`config.mk`:
```
export PLATFORM = sky130hd
export DESIGN_NAME = distribute_1x2_ctrl
export DESIGN_NICKNAME = d
export VERILOG_FILES = /design/src/rtl/distribute_1x2_ctrl.sv
export SDC_FILE = /design/constraint.sdc
export NUM_CORES = 1
export LEC_CHECK = 0
export ABC_AREA = 0
export CORE_AREA = 2 2 79 81
export CTS_CLUSTER_SIZE = 14
export DETAILED_ROUTE_END_ITERATION = 6
export DIE_AREA = 0 0 81 83
export DONT_BUFFER_PORTS = 1
export PLACE_DENSITY_LB_ADDON = 0.25
export SLEW_MARGIN = 20
export SYNTH_ARGS = -nofsm -noshare
export SYNTH_HDL_FRONTEND = slang
export SYNTH_SLANG_ARGS = --single-unit
```
`constraint.sdc`:
```
create_clock -name clk -period 2.1 [get_ports clk]
set_clock_uncertainty 0.2 [all_clocks]
set_input_delay 0.42 -clock clk [delete_from_list [all_inputs] [get_ports clk]]
set_output_delay 0.42 -clock clk [all_outputs]
set_load 0.02 [all_outputs]
```
`src/rtl/distribute_1x2_ctrl.sv`:
```
// rtl/distribute_1x2_ctrl.sv - single-entry issue controller for a 1x2 distribution switch
// Optional leg-by-leg delivery of duplicate beats: define DIST_CTRL_SPLIT_EN.
module distribute_1x2_ctrl #(
    parameter int DATA_WIDTH     = 32,
    parameter int COMMMAND_WIDTH = 2,
    parameter int CNT_WIDTH      = 16
) (
    input  logic                      clk,
    input  logic                      rst,
    input  logic                      i_valid,
    output logic                      i_ready,
    input  logic [DATA_WIDTH-1:0]     i_data_bus,
    input  logic [1:0]                i_dest,
    input  logic                      i_ready_high,
    input  logic                      i_ready_low,
    output logic                      o_sw_valid,
    output logic                      o_sw_en,
    output logic [COMMMAND_WIDTH-1:0] o_sw_cmd,
    output logic [DATA_WIDTH-1:0]     o_sw_data,
    output logic                      o_busy,
    output logic [CNT_WIDTH-1:0]      o_cnt_high,
    output logic [CNT_WIDTH-1:0]      o_cnt_low
);

    logic [DATA_WIDTH-1:0] hold_data_q, hold_data_d;
    logic [1:0]            pend_q, pend_d;
    logic [CNT_WIDTH-1:0]  cnt_high_q, cnt_high_d;
    logic [CNT_WIDTH-1:0]  cnt_low_q, cnt_low_d;
    logic [1:0]            leg_ready;
    logic [1:0]            iss;
    logic [1:0]            pend_next;
    logic                  accept;

    always_comb begin
        leg_ready = {i_ready_high, i_ready_low};
`ifdef DIST_CTRL_SPLIT_EN
        iss = pend_q & leg_ready;
`else
        // All-or-nothing: every pending leg must be ready in the same cycle.
        iss = ((pend_q & ~leg_ready) == 2'b00) ? pend_q : 2'b00;
`endif
        pend_next = pend_q & ~iss;
        i_ready   = (pend_next == 2'b00);
        accept    = i_valid && i_ready;

        // A dest==00 beat loads pend with 00, which is simply a drop.
        pend_d      = accept ? i_dest : pend_next;
        hold_data_d = (accept && (i_dest != 2'b00)) ? i_data_bus : hold_data_q;

        cnt_high_d = (iss[1] && (cnt_high_q != '1)) ? cnt_high_q + CNT_WIDTH'(1) : cnt_high_q;
        cnt_low_d  = (iss[0] && (cnt_low_q != '1))  ? cnt_low_q + CNT_WIDTH'(1)  : cnt_low_q;

        o_sw_cmd   = COMMMAND_WIDTH'(iss);
        o_sw_valid = |iss;
        o_sw_en    = |iss;
        o_sw_data  = (|iss) ? hold_data_q : '0;
        o_busy     = (pend_q != 2'b00);
        o_cnt_high = cnt_high_q;
        o_cnt_low  = cnt_low_q;
    end

    always_ff @(posedge clk or negedge rst) begin
        if (!rst) begin
            hold_data_q <= '0;
            pend_q      <= 2'b00;
            cnt_high_q  <= '0;
            cnt_low_q   <= '0;
        end else begin
            hold_data_q <= hold_data_d;
            pend_q      <= pend_d;
            cnt_high_q  <= cnt_high_d;
            cnt_low_q   <= cnt_low_d;
        end
    end

endmodule

```
# Yosys cells after proc, flatten, opt, wreduce, memory -nomap -nowiden
# Cells that the tools add are included.
# totals
latch_bits	0
mem_count	0
word_cells	24
ramBits	0
inputBits	39
output_inout_bits	70
rom_bits	0
ff_bits	66
# classes
n_eq_ne	2
n_shift	0
addsub	2
n_div	0
reduce_logical	9
bitwise	4
mul	0
magnitude_cmp	0
n_mux	3
# ops
operator	count
16-bit by 1-bit adder with 16-bit output, second input constant	2
32-bit 2-to-1 mux	1
16-bit inequality test, second input constant	2
2-bit bitwise AND	2
1-bit logical AND	4
2-bit zero test	2
2-bit 2-to-1 mux	2
2-bit NOT	2
2-bit nonzero test	2
2-bit OR reduction	1

# Longest topological paths before layout
# logic_depth
depth_word	9
mapped_depth	5
ltp_nobuf	5

# Worst setup path before layout
# Ideal clock, no wire load.
# synth_timing
path_type	input-to-output
startpoint	input port i_ready_low
endpoint	output port o_sw_data[22]
required_time_ps	1480
t_arrival_ps	1506
cell_stages	5
path_buffers	1
slack_ps	-26
path_cell_list	nand2b_1 nand3_1 nand2_1 clkbuf_1 and2_1
# synth_via
elab_chain_len	6
# synth_lines
item	line	source
start: declaration	15	input logic i_ready_low,
2-bit NOT	40	iss = ((pend_q & ~leg_ready) == 2'b00) ? pend_q : 2'b00;
2-bit bitwise AND	40	
2-bit zero test	40	
2-bit 2-to-1 mux	40	
2-bit OR reduction	--	
named net o_sw_en	17	output logic o_sw_en,
32-bit 2-to-1 mux	56	o_sw_data = (|iss) ? hold_data_q : '0;
end: declaration	19	output logic [DATA_WIDTH-1:0] o_sw_data,
# The timed path passes the listed nets, and every way through them passes these cells.

# Worst setup path after layout
# layout_timing
startpoint	register pend_q[0]
endpoint	output port o_sw_valid
# layout_via
elab_chain_len	4
# layout_lines
item	line	source
start: declaration	26	logic [1:0] pend_q, pend_d;
start signal: assignment	70	pend_q <= pend_d;
2-bit bitwise AND	40	
2-bit zero test	40	
2-bit 2-to-1 mux (*)	40	
2-bit OR reduction (*)	--	
end: declaration	16	output logic o_sw_valid,
# Mark *: on every way between the ends. The rest lies on a longest branch, timed or not.

==> results.md <==
- Yosys cell types: 41
- Mean Syn Cell Area: 11.8 µm²
- Startpoint types: register
- Post-route ant nets: 0
- Via Count: about 2200
- Die X: 81 µm
- Worst-path fanout max: 17
- Arrival @ worst endpoint: 1470 ps
- Post-route worst setup slack: 9.88 ps
- Post-Place Cell Area: roughly 3500 µm²
- Yosys warning count: 0
- Htree depth: 3
- Final period utilization: 99.5%
- Hold Crit Class: in2async
- Slew Limit Fails: 0
- Endpoints failing setup: 0
- Post-synthesis register bit count: 66
- Post-route minimum period: 2090 ps
- PortBufs: 0
- Clock transition at path regs: around 70 ps
- Failing checks: hold timing
- Power per cell area: 988 nW/µm²
- Synth top area share: 52.9%
- Mapped cell area: roughly 3100 µm²
- Non-Filler Instances: 394
- Synth area leaders: dfrtp_1 53%, mux2_2 12%, and2_1 6.8%, xnor2_1 5.3%, xor2_1 2.2%
- Worst-margin pin slew: 501 ps
- First-pass GRT wire length: 10.9 mm
- CTS buffer count: 9
- Die footprint: 6720 µm²
- Largest net degree at the start of global routing: 67
- Routability cong.: approximately 0.83
- CP required: between 1000 and 1500 ps
- Layout cells sized above 1: roughly 44%
- Hold Fails Final Rpt: 66
- N_diodes: 0
- Max Cap Violations: 0
- Final HPWL DP: roughly 4.6 mm
- GRT Total Usage: around a fifth
- Asr flop ratio synth: 100%
- Clock Tree Buf Depth: 2
- Row count: 28
- Ys flop type: dfrtp_1
- Initial antenna violation count: 0
- Router iterations before antenna repair: 4
- Register area share after synthesis: 52.9%
- Top Ports: 109
- Setup crit end kind: output port
- DRC: 0
- Syn Inst Count: approximately 270
- Fmax: 0.478 GHz
- CTS tree: done
- DRT Wirelength: around 6.6 mm
- Area delta synth->final: 25.1%
- Final net count: 355
- Classification of the worst setup path: reg2out
- Wire length per cell: 16.9 µm
- Starting Density: 53.7%
- Final Hold Slack: -427 ps
- Worst skew pair latency: 330 ps
- RSZ-0062 raised after global routing: yes
- Post-Synthesis Net Count: 306
- # clock sinks: 66
- Root Buffer: clkbuf_8
- DRT iter0 DRCs: 80
- Vias per cell: 5.55
- Status: complete, but fails checks
- Most numerous cell in the Yosys netlist: dfrtp_1
- Post-synth top cells: 66 x dfrtp_1, 34 x and2_1, 33 x mux2_2, 19 x xnor2_1, 14 x nand2_1
- DP Worst Slack: 119 ps
- Final instance area: 3910 µm²
- Slew margin rel.: 65.8%
- EDFF count, synth: 0
- Die span in y: 83 µm
- Vias in the first global route: 2227
- Cell count after placement: 373
- Cell accounting for the most synthesized area: dfrtp_1
- Gr ovfl total: 0
- Worst VDD drop: about 0.71 mV
- Leakage: 0.00177 µW
- Core Box Area: around 5800 µm²
## registers in the layout, summed over array words and instances, names as in the netlist
register,cells
o_cnt_high,16
o_cnt_low,16
hold_data_q,32
pend_q,2
## placed cells by master, fill, tap and decap left out, drive strengths merged
cell type | netlist | layout
a311oi | 1 | 1
nand4b | 4 | 4
o21ai | 3 | 3
or2 | 1 | 1
a2bb2oi | 1 | 1
a211o | 1 | 1
and2 | 34 | 34
nand3 | 12 | 12
a31oi | 2 | 2
mux2 | 34 | 34
xor2 | 8 | 8
nor2b | 2 | 2
and3 | 5 | 5
nand2 | 15 | 15
nor4 | 4 | 4
clkinv | 0 | 3
nor2 | 5 | 5
or4 | 2 | 2
nor3 | 4 | 4
nand4 | 12 | 12
a2111oi | 4 | 4
nand2b | 2 | 2
buf | 4 | 45
ha | 2 | 2
dfrtp | 66 | 66
o311ai | 1 | 1
and4 | 1 | 1
or3 | 2 | 2
inv | 8 | 7
bufinv | 0 | 2
clkinvlp | 0 | 2
a21oi | 2 | 2
clkbuf | 3 | 10
xnor2 | 19 | 19
a21o | 1 | 1
## what timing repair did
item / 4_1_cts / 5_1_grt
pin swaps: 1 / 20
endpoints found under the hold margin: 66 / 66
gates cloned: 1 / 0
buffers inserted: 3 / 1
endpoints found under the setup margin: 34 / 38
resized for setup: 69 / 4
## layer usage
layer / wire length, µm / up-vias / global-route usage, % / part of all wire [%]
li1: - / 1040 / - / -
met2: 3130 / 86 / 33.2 / 47
met4: 91 / 0 / 8.01 / 1.4
met1: 2920 / 1050 / 27.6 / 44
met3: 495 / 10 / 6.09 / 7.5
met5: 0 / - / 0 / 0
## stage by stage
step	power (µW)	TNS [ps]	hold WS (ps)	util, %
global route	4070	-2000	-459	67.2
CTS	3890	0	-443	66.8
global placement	2560	0	-74.2	60.4
finish	3860	0	-427	67.2
floorplan	2290	0	-75.6	-
detailed placement	2590	0	-74.8	60.4
## logic make-up after synthesis
family	count (synthesis)	synth area share (%)
buf+inv	15	2.04
mux	34	12.3
xor+xnor	27	7.57
flops	66	52.9
simple gates	105	20.8
compound gates	16	3.68
fa+ha+maj	2	0.801
## power by group
part	switching (µW)	total, µW	internal [µW]
combinational	551	1010	458
sequential	154	1650	1500
clock	499	1200	703
total	1200	3860	2660
## area by class of cell
| cell class | instances | area, µm² |
|---|---|---|
| repair buffers | 45 | 383 |
| multi-input cells | 184 | 1520 |
| inverters | 8 | 33.8 |
| fillers | 436 | 1910 |
| clock buffers | 10 | 138 |
| clock inverters | 6 | 90.1 |
| well taps | 75 | 93.8 |
| flip-flops and latches | 66 | 1650 |
## final timing paths
path,cells after the start,startpoint,slack [ps],to
min reg2reg,1,hold_data_q[24]$_DFFE_PN0P_,310,hold_data_q[24]$_DFFE_PN0P_
max in group asynchronous,0,rst,2010,o_cnt_high[3]$_DFFE_PN0P_
max,5,pend_q[0]$_DFF_PN0_,10,o_sw_valid
min,0,rst,-430,o_cnt_low[0]$_DFFE_PN0P_
min in group clk,2,i_valid,20,pend_q[0]$_DFF_PN0_
max reg2reg,5,pend_q[1]$_DFF_PN0_,130,o_cnt_low[14]$_DFFE_PN0P_
## critical path, cell delays in order (launching register included)
cell and delay (ps):
dfrtp_1 410, nand2b_1 120, nand3_2 120, nand2_4 140, buf_12 160, buf_4 190
Power figures use the tool's default switching activity.
